### config.mk
export PLATFORM = sky130hd
export DESIGN_NAME = log2_req_scheduler
export DESIGN_NICKNAME = d
export VERILOG_FILES = /design/src/rtl/log2_req_scheduler_pkg.sv /design/src/rtl/log2_tag_fifo.sv /design/src/rtl/log2_req_scheduler.sv
export SDC_FILE = /design/constraint.sdc
export NUM_CORES = 1
export LEC_CHECK = 0
export ABC_AREA = 1
export ABC_CLOCK_PERIOD_IN_PS = 5000
export CORE_MARGIN = 8
export CORE_UTILIZATION = 40
export CTS_BUF_LIST = sky130_fd_sc_hd__clkbuf_8
export DETAILED_ROUTE_END_ITERATION = 8
export MAX_ROUTING_LAYER = met4
export SETUP_SLACK_MARGIN = 0.2
export SLEW_MARGIN = 20
export SYNTH_ARGS = -nofsm -noshare
export SYNTH_HDL_FRONTEND = slang
export SYNTH_SLANG_ARGS = --single-unit
### constraint.sdc
create_clock -name CLK -period 5 [get_ports CLK]
set_input_delay 1 -clock CLK [delete_from_list [all_inputs] [get_ports CLK]]
set_output_delay 1 -clock CLK [all_outputs]
set_load 0.03 [all_outputs]
### src/rtl/log2_req_scheduler_pkg.sv
// Shared state encoding and sizing helpers for the log2 request scheduler.
// Imported by the scheduler top and its tag FIFO.
package log2_req_scheduler_pkg;

  typedef enum logic [1:0] {
    ST_FLUSH = 2'd0,
    ST_RUN   = 2'd1,
    ST_DRAIN = 2'd2
  } sched_state_e;

  function automatic int clog2(input int value);
    int res;
    int v;
    res = 0;
    v   = value - 1;
    while (v > 0) begin
      res++;
      v = v >> 1;
    end
    return res;
  endfunction

  localparam int N_REQ_DEFAULT = 4;
  localparam int TAG_W_DEFAULT = clog2(N_REQ_DEFAULT);

endpackage

### src/rtl/log2_tag_fifo.sv
// Show-ahead FIFO holding requester IDs in issue order; dout_o is the oldest tag while !empty_o.
// One-cycle write-to-visible latency; pushes when full and pops when empty are ignored.
module log2_tag_fifo
  import log2_req_scheduler_pkg::*;
#(
  parameter int DEPTH = 64,
  parameter int WIDTH = TAG_W_DEFAULT
) (
  input  logic             clk_i,
  input  logic             rst_i,
  input  logic             push_i,
  input  logic             pop_i,
  input  logic [WIDTH-1:0] din_i,
  output logic [WIDTH-1:0] dout_o,
  output logic             empty_o,
  output logic             full_o
);

  localparam int AW = (DEPTH > 1) ? clog2(DEPTH) : 1;
  localparam int CW = clog2(DEPTH + 1);

  logic [WIDTH-1:0] mem_q [DEPTH];
  logic [AW-1:0]    wr_ptr_q;
  logic [AW-1:0]    rd_ptr_q;
  logic [CW-1:0]    count_q;
  logic             do_push;
  logic             do_pop;

  function automatic logic [AW-1:0] bump(input logic [AW-1:0] p);
    return (p == AW'(DEPTH - 1)) ? '0 : p + 1'b1;
  endfunction

  assign empty_o = (count_q == '0);
  assign full_o  = (count_q == CW'(DEPTH));
  assign do_push = push_i && !full_o;
  assign do_pop  = pop_i && !empty_o;
  assign dout_o  = mem_q[rd_ptr_q];

  always_ff @(posedge clk_i) begin
    if (do_push) begin
      mem_q[wr_ptr_q] <= din_i;
    end
  end

  always_ff @(posedge clk_i) begin
    if (rst_i) begin
      wr_ptr_q <= '0;
      rd_ptr_q <= '0;
      count_q  <= '0;
    end else begin
      if (do_push) wr_ptr_q <= bump(wr_ptr_q);
      if (do_pop)  rd_ptr_q <= bump(rd_ptr_q);
      case ({do_push, do_pop})
        2'b10:   count_q <= count_q + 1'b1;
        2'b01:   count_q <= count_q - 1'b1;
        default: count_q <= count_q;
      endcase
    end
  end

endmodule

### src/rtl/log2_req_scheduler.sv
// Round-robin scheduler sharing one fixed-latency fast_log2 pipeline; optional stats ports via LOG2_SCHED_STATS_EN.
// Request->log_valid and log_rdy->resp_valid are one cycle each; issue stalls when credits run out, responses are never stalled.
module log2_req_scheduler
  import log2_req_scheduler_pkg::*;
#(
  parameter int N_REQ        = N_REQ_DEFAULT,
  parameter int FP_SIZE      = 32,
  parameter int PIPE_LATENCY = 48,
  parameter int TAG_DEPTH    = 64
) (
  input  logic                     CLK,
  input  logic                     RESET,
  input  logic [N_REQ-1:0]         req_valid,
  input  logic [N_REQ*FP_SIZE-1:0] req_x,
  output logic [N_REQ-1:0]         req_ack,
  output logic                     log_valid,
  output logic [FP_SIZE-1:0]       log_x,
  input  logic                     log_rdy,
  input  logic [FP_SIZE-1:0]       log_result,
  output logic [N_REQ-1:0]         resp_valid,
  output logic [FP_SIZE-1:0]       resp_result,
  input  logic                     drain_req,
  output logic                     drain_done,
  output logic                     err_underflow
`ifdef LOG2_SCHED_STATS_EN
  ,
  output logic [N_REQ*16-1:0]             stat_count,
  output logic [clog2(TAG_DEPTH+1)-1:0]   stat_max_outstanding
`endif
);

  localparam int TAG_W = clog2(N_REQ);
  localparam int CNT_W = clog2(TAG_DEPTH + 1);
  localparam int FL_W  = clog2(PIPE_LATENCY + 1);

  sched_state_e       state_q;
  logic [FL_W-1:0]    flush_cnt_q;
  logic [TAG_W-1:0]   rr_q;
  logic [TAG_W-1:0]   rr_d;
  logic [CNT_W-1:0]   outstanding_q;
  logic [CNT_W-1:0]   outstanding_d;
  logic [N_REQ-1:0]   req_ack_q;
  logic [N_REQ-1:0]   resp_valid_q;
  logic               log_valid_q;
  logic               drain_done_q;
  logic               err_underflow_q;
  logic [FP_SIZE-1:0] log_x_q;
  logic [FP_SIZE-1:0] resp_result_q;

  logic [N_REQ-1:0]   eligible;
  logic [TAG_W-1:0]   winner;
  logic               any_elig;
  logic               issue;
  logic               routing;
  logic               pop;
  logic               tag_empty;
  logic               tag_full;
  logic [TAG_W-1:0]   tag_head;

  function automatic logic [TAG_W-1:0] wrap_idx(input int base, input int off);
    int s;
    s = base + off;
    return TAG_W'((s >= N_REQ) ? s - N_REQ : s);
  endfunction

  // Masking with the ack just sent stops a second grant while the requester drops valid.
  assign eligible = req_valid & ~req_ack_q;
  assign routing  = (state_q != ST_FLUSH);
  assign issue    = (state_q == ST_RUN) && any_elig &&
                    (outstanding_q < CNT_W'(TAG_DEPTH)) && !tag_full;
  assign pop      = routing && log_rdy && !tag_empty;
  assign rr_d     = (winner == TAG_W'(N_REQ - 1)) ? '0 : winner + 1'b1;

  // Scan from the far end so the index nearest the pointer is the last to overwrite.
  always_comb begin
    winner   = rr_q;
    any_elig = 1'b0;
    for (int off = N_REQ - 1; off >= 0; off--) begin
      if (eligible[wrap_idx(int'(rr_q), off)]) begin
        winner   = wrap_idx(int'(rr_q), off);
        any_elig = 1'b1;
      end
    end
  end

  always_comb begin
    outstanding_d = outstanding_q;
    if (issue && !pop) begin
      outstanding_d = outstanding_q + 1'b1;
    end else if (pop && !issue) begin
      outstanding_d = outstanding_q - 1'b1;
    end
  end

  log2_tag_fifo #(
    .DEPTH (TAG_DEPTH),
    .WIDTH (TAG_W)
  ) u_tag_fifo (
    .clk_i   (CLK),
    .rst_i   (RESET),
    .push_i  (issue),
    .pop_i   (pop),
    .din_i   (winner),
    .dout_o  (tag_head),
    .empty_o (tag_empty),
    .full_o  (tag_full)
  );

  always_ff @(posedge CLK) begin
    if (RESET) begin
      state_q         <= ST_FLUSH;
      flush_cnt_q     <= '0;
      rr_q            <= '0;
      outstanding_q   <= '0;
      req_ack_q       <= '0;
      log_valid_q     <= 1'b0;
      log_x_q         <= '0;
      resp_valid_q    <= '0;
      resp_result_q   <= '0;
      drain_done_q    <= 1'b0;
      err_underflow_q <= 1'b0;
    end else begin
      outstanding_q <= outstanding_d;
      log_valid_q   <= issue;
      req_ack_q     <= issue ? (N_REQ'(1) << winner) : '0;
      if (issue) begin
        log_x_q <= req_x[winner*FP_SIZE +: FP_SIZE];
        rr_q    <= rr_d;
      end
      resp_valid_q <= pop ? (N_REQ'(1) << tag_head) : '0;
      if (pop) resp_result_q <= log_result;
      if (routing && log_rdy && tag_empty) err_underflow_q <= 1'b1;

      case (state_q)
        // Results still in the datapath from before reset arrive here and are dropped.
        ST_FLUSH: begin
          if (flush_cnt_q == FL_W'(PIPE_LATENCY - 1)) state_q <= ST_RUN;
          else flush_cnt_q <= flush_cnt_q + 1'b1;
        end
        ST_RUN: begin
          drain_done_q <= 1'b0;
          if (drain_req) state_q <= ST_DRAIN;
        end
        ST_DRAIN: begin
          if (!drain_req && outstanding_q == '0) begin
            state_q      <= ST_RUN;
            drain_done_q <= 1'b0;
          end else begin
            drain_done_q <= (outstanding_q == '0);
          end
        end
        default: state_q <= ST_FLUSH;
      endcase
    end
  end

  assign req_ack       = req_ack_q;
  assign log_valid     = log_valid_q;
  assign log_x         = log_x_q;
  assign resp_valid    = resp_valid_q;
  assign resp_result   = resp_result_q;
  assign drain_done    = drain_done_q;
  assign err_underflow = err_underflow_q;

`ifdef LOG2_SCHED_STATS_EN
  logic [N_REQ*16-1:0] stat_count_q;
  logic [CNT_W-1:0]    stat_max_q;

  always_ff @(posedge CLK) begin
    if (RESET) begin
      stat_count_q <= '0;
      stat_max_q   <= '0;
    end else begin
      if (issue && stat_count_q[winner*16 +: 16] != 16'hFFFF) begin
        stat_count_q[winner*16 +: 16] <= stat_count_q[winner*16 +: 16] + 16'd1;
      end
      if (outstanding_d > stat_max_q) stat_max_q <= outstanding_d;
    end
  end

  assign stat_count           = stat_count_q;
  assign stat_max_outstanding = stat_max_q;
`endif

endmodule

## Word-level counts from Yosys, hierarchy flattened

Memory sizes are Yosys's and may differ from the RTL's. A register that Yosys moved wholly into a read port is not among the register bits.
Index checks and enable logic that the tools add are counted.
W data, S select, Z words.

| storage, ports and cells | value |
|---|---|
| bits in registers | 111 |
| bits in writable memories | 128 |
| bits of input ports | 168 |
| output and inout port bits | 75 |
| word-level logic and storage cells | 122 |
| memories kept | 1 |

| cells by class | value |
|---|---|
| $add $sub $neg | 15 |
| magnitude comparators | 9 |
| eq/ne operators | 12 |
| shift operators | 3 |
| mux-type cells | 36 |
| bitwise logic cells | 5 |
| reductions and logical operators | 27 |

Memory list:

| memory | words | width | read ports | clocked after Yosys merged registers in | write ports | RTL line | source |
|---|---|---|---|---|---|---|---|
| u_tag_fifo.mem_q | 64 | 2 | 1 | 1 | 1 | log2_tag_fifo.sv:22 | `logic [WIDTH-1:0] mem_q [DEPTH];` |

Operators with widths:

| cell | number |
|---|---|
| $shiftx A128 B8 Y32 | 1 |
| $mux W2 | 12 |
| $mux W6 | 4 |
| $add A6 B1 Y6 const B | 3 |
| $eq A6 B6 Y1 const B | 3 |
| $add A7 B1 Y7 const B | 2 |
| $logic_not A7 Y1 | 2 |
| $mux W7 | 2 |
| $pmux W7 S2 | 1 |
| $sub A7 B1 Y7 const B | 2 |
| $lt A2 B3 Y1 const B | 4 |
| $logic_and A1 B1 Y1 | 11 |
| $mux W1 | 11 |
| $ge A3 B3 Y1 const B | 3 |
| $bmux W1 S2 | 4 |
| $reduce_bool A2 Y1 | 4 |
| $shl A1 B2 Y4 const A | 2 |
| $sub A2 B1 Y2 const B | 4 |
| $eq A7 B7 Y1 const B | 1 |
| $lt A7 B7 Y1 const B | 1 |
| $add A2 B2 Y3 const B | 2 |
| $eq A2 B2 Y1 const B | 3 |
| $ne A2 B2 Y1 const B | 3 |
| $pmux W2 S3 | 1 |
| 13 further kinds | 21 |

## Logic depth before layout (Yosys ltp)

Gate-level depths: netlist (run 1).

| logic depth | value |
|---|---|
| word-level depth | 16 |
| depth in mapped cells | 24 |
| depth with buffers taken out | 22 |

## Modules after synthesis

Synthesis (run 1) repeated with hierarchy kept, for this count alone.

| unflattened totals | value |
|---|---|
| cell total of the unflattened synthesis | 1,420 |
| area, all modules | 11,906.4 um2 |

Modules (own cells, without submodules):

| module | instances | cells each | area an instance (um2) | sequential area each (um2) |
|---|---|---|---|---|
| log2_tag_fifo | 1 | 703 | 6,865.3 | 4,344.2 |
| log2_req_scheduler | 1 | 717 | 5,041.1 | 1,841.8 |

## Worst setup path before layout (run 1)

OpenSTA, ideal clock, no wires.

| timing path | value |
|---|---|
| path type | in2reg |
| from | in req_valid[2] |
| to | reg outstanding_q[6] |
| setup time | 119 ps |
| arrival time | 3,182 ps |
| required time | 4,881 ps |
| path slack | 1,699 ps |
| stages on the path | 21 |
| path buffers | 0 |
| cell sequence | nand3_1 > nand2_1 > nor2_2 > inv_2 > nor2_4 > nand2_4 > nand2_4 > inv_2 > ha_1 > inv_1 > ha_1 > a21oi_1 > nand2_1 > nand2_1 > nand2_1 > a21oi_1 > nor2_1 > nor2_1 > nand2_1 > o21ai_0 > a21oi_1 |

| between the ends | value |
|---|---|
| word-level cells in the longest chain between the ends | 13 |
| elaborated cells between the ends (all ways) | 21 |
| classes of those cells | mux: 13; bitwise: 1; reduce/logical: 7 |

RTL lines:

| item | RTL line | source |
|---|---|---|
| start: declaration | log2_req_scheduler.sv:13 | `input logic [N_REQ-1:0] req_valid,` |
| $and A4 B4 Y4 (*) | log2_req_scheduler.sv:67 | `assign eligible = req_valid & ~req_ack_q;` |
| $bmux W1 S2 | log2_req_scheduler.sv:79 | `if (eligible[wrap_idx(int'(rr_q), off)]) begin` |
| $mux W1 (implied by the code) | log2_req_scheduler.sv:79 |  |
| $mux W1 (3 in a row) | log2_req_scheduler.sv:79 |  |
| $mux W1 (*) | log2_req_scheduler.sv:79 |  |
| $logic_and A1 B1 Y1 (*) (2 in a row) | log2_req_scheduler.sv:69 | `assign issue = (state_q == ST_RUN) && any_elig &&` |
| $logic_and A1 B1 Y1 (*) | log2_req_scheduler.sv:70 | `(outstanding_q < CNT_W'(TAG_DEPTH)) && !tag_full;` |
| net issue | log2_req_scheduler.sv:53 | `logic issue;` |
| $logic_not A1 Y1 | log2_req_scheduler.sv:90 | `end else if (pop && !issue) begin` |
| $logic_and A1 B1 Y1 | log2_req_scheduler.sv:90 |  |
| $reduce_bool A2 Y1 (no line) | n/a |  |
| end signal: assignment | log2_req_scheduler.sv:123 | `outstanding_q <= outstanding_d;` |
| end: declaration | log2_req_scheduler.sv:40 | `logic [CNT_W-1:0] outstanding_q;` |

Mark *: on every way through the listed nets, which the timed path passes. The rest lies on a longest branch. The select of a mux whose other input is x is not followed.
A chain may end at the register's enable or synchronous reset.

## Worst setup path after layout (run 1)

| timing path | value |
|---|---|
| from | in req_valid[0] |
| to | reg outstanding_q[6] |

Same word-level chain as after synthesis.

==> flow_summary.yaml, run 1 <==
status:
  outcome: "finished, final reports clean"
synth:
  ys_async_sr_fraction: 0
  synth_edf_count: 128
  synth-main-ff-cell: "edfxtp_1"
  ys_seq_elements: 245
  synth_area_per_cell_um2: 8.063
  synth_nets: 1641
  syn_inst: 1457
  netlist_area_um2: 11750
  ys_seq_area_frac: 0.5266
  synth_cell_type_count: 43
  ys_warn_count: 0
worst_hold_path:
  min-delay-start: "log_x[4]"
  min_path_type: "register to register"
timing:
  finalSetupTns_ps: 0
  setup_viol: 0
  max_clock_freq_ghz: 0.2718
  rsz0062_at_grt: "false"
  skew_ps: 36.40
  worstMarginPinSlew_ps: 817.4
  hold_viol_final: 0
  relSlewSlack: 0.4544
  period_minus_slack_ps: 3680
  holdWs_ps: 458.8
  slew_viol_final: 0
  post-route-period-util: 0.7359
drt:
  finalWirelength_um: 34360
  drtIter0Drc: 717
  wl_per_cell_um: 16.35
  viasPerCell: 4.905
  drtPass1Iterations: 5
  dr_total_vias: 10306
  ant_nets: 0
  drc: 0
cts:
  cts_root_buffer: "clkbuf_8"
  cts.repair.resized: 0
  postCtsHoldBufs: 0
  numCtsBuffers: 42
  h-tree-depth: 2
  clk_pin_slew_ps: 60
  cts_sinks: 245
  clkLatencyLatePin_ps: 560
  cts_tree: "yes"
  cts_setup_buffers: 0
  cts_max_path_buffers: 3
worst_setup_path:
  required_ps: 5440
  cp-startpoint: "req_valid[0]"
  timing.rr.start: "u_tag_fifo.count_q[0]"
  crit_path_top_delay_cell: "clkdlybuf4s50_1"
  crit_path_max_incr_delay_ps: 510
  cp_common_cell: "nand2_1"
  worstPathArrival_ps: 4120
  end_kind: "register"
  cp_cell_sequence: "clkdlybuf4s50_1 -> nand3_1 -> nand2_1 -> nand2_1 -> nand2_1 -> inv_2 -> nand2_4 -> nand2_4 -> inv_2 -> ha_1 -> inv_1 -> ha_1 -> a21oi_1 -> nand2_1 -> nand2_1 -> nand2_1 -> a21oi_1 -> nor2_1 -> nor2_1 -> nand2_1 -> o21ai_0 -> a21oi_1"
  path_max_fanout: 17
  path_class: "primary input to register"
  crit_path_start_kind: "primary input"
finish:
  final_area_um2: 15170
  syn2layout_area_growth_pct: 29.16
  final_cell_mix: "nor2_1 (282), clkdlybuf4s50_1 (242), nand2_1 (230)"
  drive_above_1_share: 0.05478
  layout_commonest_cell: "nor2_1"
  num-nets-final: 1871
run:
  cap_viol_max_count: 0
floorplanning:
  row_count: 62
  die_width_um: 187.4
  die_y_um: 187.4
  core_area_um2: 28780
  boundaryPins: 243
  start_util: 0.4082
  dieArea_um2: 35110
global_routing:
  overflow: 0
  grt_max_degree: 73
  grt.total_usage: 0.1962
  grt_pass1_vias: 10217
  antenna_found_initial: 1
  grt_pass1_wl_um: 54430
power_and_ir_drop:
  ir_worst_vdd_v: 0.0001348
  power.density_nw_per_um2: 267.1
  leakage_uw: 0.005979
placed_design:
  place_hpwl_um: 23790
  gp_congestion: 0.8341
  dpl_cell_area_um2: 14410
  portBuffers: 242
where the power goes:
part	internal [uW]	switching, uW	total, uW
clock network	850	817	1670
registers	2120	1.52	2120
logic	142	119	261
total	3110	938	4050
final timing paths:
kind | endpoint | slack, ps | depth (start not counted)
min reg2reg | log_x[4] | 460 | 2
max reg2reg | outstanding_q[6] | 1580 | 19
max | outstanding_q[6] | 1320 | 22
min | log_x[4] | 460 | 2
critical path: cells and delay by family:
| family | cells | cell delay (ps) |
|---|---|---|
| and+or+nand+nor | 12 | 1120 |
| adders and majority gates | 2 | 580 |
| AOI/OAI and AO/OA | 4 | 490 |
| buffers and inverters | 4 | 930 |
final cells by class:
class	instances	area, um2
Inverter	195	734.5
Sequential cell	245	6187
Clock inverter	27	128.9
Tap cell	384	480.5
Fill cell	2799	13610
Clock buffer	46	633.1
Timing Repair Buffer	254	2512
Multi-Input combinational cell	949	4494
Antenna cell	1	2.502
synth_stat cells (5+ instances only):
library cell	instances	area [um2]
xnor2_1	5	43.79
nand2_1	230	863.3
xor2_1	12	105.1
nor3_1	8	40.04
dfxtp_1	117	2342
buf_4	8	60.06
clkbuf_1	35	131.4
inv_1	188	705.7
inv_2	6	22.52
nor2_1	282	1059
o22ai_1	20	125.1
buf_2	20	100.1
a21oi_1	48	240.2
nand4_1	23	143.9
nand3_1	150	750.7
ha_1	15	187.7
edfxtp_1	128	3844
o21ai_0	110	550.5
metal layers:
| metal | track usage | share of wire | up-vias |
|---|---|---|---|
| met5 | - | 0 | - |
| met3 | 0.06171 | 0.081 | 52 |
| met4 | 0.05424 | 0.021 | 0 |
| li1 | - | - | 5205 |
| met2 | 0.3130 | 0.47 | 325 |
| met1 | 0.2371 | 0.43 | 4724 |
cell families (layout without fill, tap and decap cells):
logic type,after synthesis,after routing,share of synthesized area
AO/OA/AOI/OAI,191,191,0.08542
XOR/XNOR,17,17,0.01267
adder cells (fa/ha/maj),16,16,0.01768
buffers and inverters,263,522,0.09149
flip-flops,245,245,0.5266
other,0,1,0
AND/OR/NAND/NOR,725,725,0.2662
state kept, by name, summed over array words and instances (netlist names), named ones only:
signal,flops
u_tag_fifo.count_q,7
flush_cnt_q,6
err_underflow,1
state_q,2
u_tag_fifo.wr_ptr_q,6
rr_q,2
drain_done,1
req_ack,4
outstanding_q,7
u_tag_fifo.mem_q,128
resp_result,32
u_tag_fifo.rd_ptr_q,6
log_valid,1
log_x,32
resp_valid,4
through the flow:
step | utilization | power, uW | std cells | setup slack [ps]
2_1_floorplan | - | 2263 | 1457 | 1699
3_3_place_gp | 0.5007 | 2429 | 2027 | 816.1
3_5_place_dp | 0.5007 | 2431 | 2027 | 781.9
4_1_cts | 0.5271 | 4102 | 2100 | 1358
5_1_grt | 0.5272 | 4212 | 2101 | 936.4
6_report | 0.5272 | 4053 | 2101 | 1321
Power figures use the tool's default switching activity.
==> run 2, diff against run 1 <==
- ABC_CLOCK_PERIOD_IN_PS: 5000 -> 3800
- clock period: 5 -> 3.8 ns (I/O delays scaled with it)
==> flow_summary.yaml, run 2 (synthesis gave the netlist of run 1 again) <==
drt:
  drc: 0
  drtIter0Drc: 611
  ant_nets: 0
  finalWirelength_um: 34700
  drtPass1Iterations: 5
  wl_per_cell_um: 16.35
  dr_total_vias: 10333
  viasPerCell: 4.867
worst_hold_path:
  hold_depth: 2
  min_path_type: "register to register"
finish:
  syn2layout_area_growth_pct: 31.06
  drive_above_1_share: 0.06674
  fin_cells: 2123
  top_register: "u_tag_fifo.mem_q"
  largest_reg_flops: 128
  final_cell_mix: "nor2_1 (282), clkdlybuf4s50_1 (242), nand2_1 (230)"
  layout_commonest_cell: "nor2_1"
  final_area_um2: 15400
  num-nets-final: 1891
  nFillCells: 2718
worst_setup_path:
  worstPathArrival_ps: 3590
  cp_cell_sequence: "clkdlybuf4s50_1 -> nand3_1 -> nand2_1 -> nor2_2 -> inv_2 -> nor2_4 -> nand2_4 -> nand2_4 -> inv_2 -> ha_1 -> inv_1 -> ha_1 -> a21oi_1 -> nand2_1 -> nand2_1 -> nand2_1 -> a21oi_1 -> nor2_1 -> nor2_1 -> nand2_1 -> o21ai_0 -> a21oi_1"
  required_ps: 4210
  path_class: "primary input to register"
  crit_path_top_delay_cell: "clkdlybuf4s50_1"
  path_max_fanout: 6
  reg2reg_depth: 22
  crit_path_start_kind: "primary input"
  crit_buf_inv: 4
  critPathTopFamily: "simple AND/OR/NAND/NOR gates"
  crit_path_max_incr_delay_ps: 460
  path_depth: 22
  cp_common_cell: "nand2_1"
  end_kind: "register"
power_and_ir_drop:
  leakage_uw: 0.006104
  ir_worst_vdd_v: 0.0001782
  power.density_nw_per_um2: 357.1
  power_uw: 5497
timing:
  post-route-period-util: 0.8365
  max_clock_freq_ghz: 0.3146
  slew_viol_final: 0
  finalSetupTns_ps: 0
  period_minus_slack_ps: 3179
  rsz0062_at_grt: "false"
  relSlewSlack: 0.4468
  worstMarginPinSlew_ps: 829.0
  hold_viol_final: 0
  setup_viol: 0
  skew_ps: 25.85
floorplanning:
  die_width_um: 187.4
  die_y_um: 187.4
  start_util: 0.4082
  row_count: 62
  dieArea_um2: 35110
  core_area_um2: 28780
  boundaryPins: 243
global_routing:
  grt_use_met2: 0.3215
  grt_max_degree: 73
  antenna_found_initial: 1
  top_usage_layer: "met2"
  grt.total_usage: 0.1979
  grt_pass1_wl_um: 55060
  grt_pass1_vias: 10535
  use_met1: 0.2319
  use_met3: 0.06059
  overflow: 0
run:
  cap_viol_max_count: 0
placed_design:
  dpl_cell_area_um2: 14560
  place_hpwl_um: 24330
  gp_congestion: 0.8725
  portBuffers: 242
  dp_cells: 2045
cts:
  cts_sinks: 245
  clkLatencyLatePin_ps: 540
  cts_setup_buffers: 0
  cts_root_buffer: "clkbuf_8"
  clk_pin_slew_ps: 60
  numCtsBuffers: 44
  cts_max_path_buffers: 3
  cts_tree: "yes"
  postCtsHoldBufs: 0
  h-tree-depth: 2
  cts.repair.resized: 0
status:
  outcome: "finished, final reports clean"
run 2: layout make-up:
class,instances,area (um2),area share
Antenna cell,1,2.502,0.0001625
Clock buffer,51,701.9,0.04559
Clock inverter,26,135.1,0.008777
Inverter,195,734.5,0.04770
Multi-Input combinational cell,949,4494,0.2919
Sequential cell,245,6187,0.4019
Tap cell,384,480.5,0.03121
Timing Repair Buffer,272,2660,0.1728
run 2: worst register-to-register path: cells and delay by family, from the launching register on:
family	cells	cell delay [ps]
simple gates	12	1020
flops	1	560
compound gates	4	520
fa+ha+maj	2	510
buf+inv	4	370
run 2: path summary, 6_finish.rpt:
check                             startpoint                to  slack, ps
worst min-delay path                log_x[4]          log_x[4]        460
worst max register to register       rr_q[0]  outstanding_q[6]        700
worst max-delay path            req_valid[0]  outstanding_q[6]        620
worst min register to register      log_x[4]          log_x[4]        460
run 2: power by group:
part | switching (uW) | leakage (uW) | internal, uW
combinational | 158 | 0.00351 | 191
sequential | 2.13 | 0.00211 | 2790
clock | 1070 | 0.000488 | 1280
run 2: layer usage:
layer	share of wire	routed length, um
met5	0	0
met4	0.026	888
met3	0.082	2856
met2	0.47	16290
met1	0.42	14670
run 2: stage by stage:
stage / setup slack [ps] / utilization / hold slack (ps)
after floorplan: 738.5 / - / 439.6
after global placement: 188.3 / 0.5058 / 439.0
after CTS: 667.4 / 0.5349 / 459.4
after detailed placement: 122.5 / 0.5058 / 445.7
after global routing: 309.6 / 0.5350 / 498.4
final: 621.3 / 0.5350 / 455.6
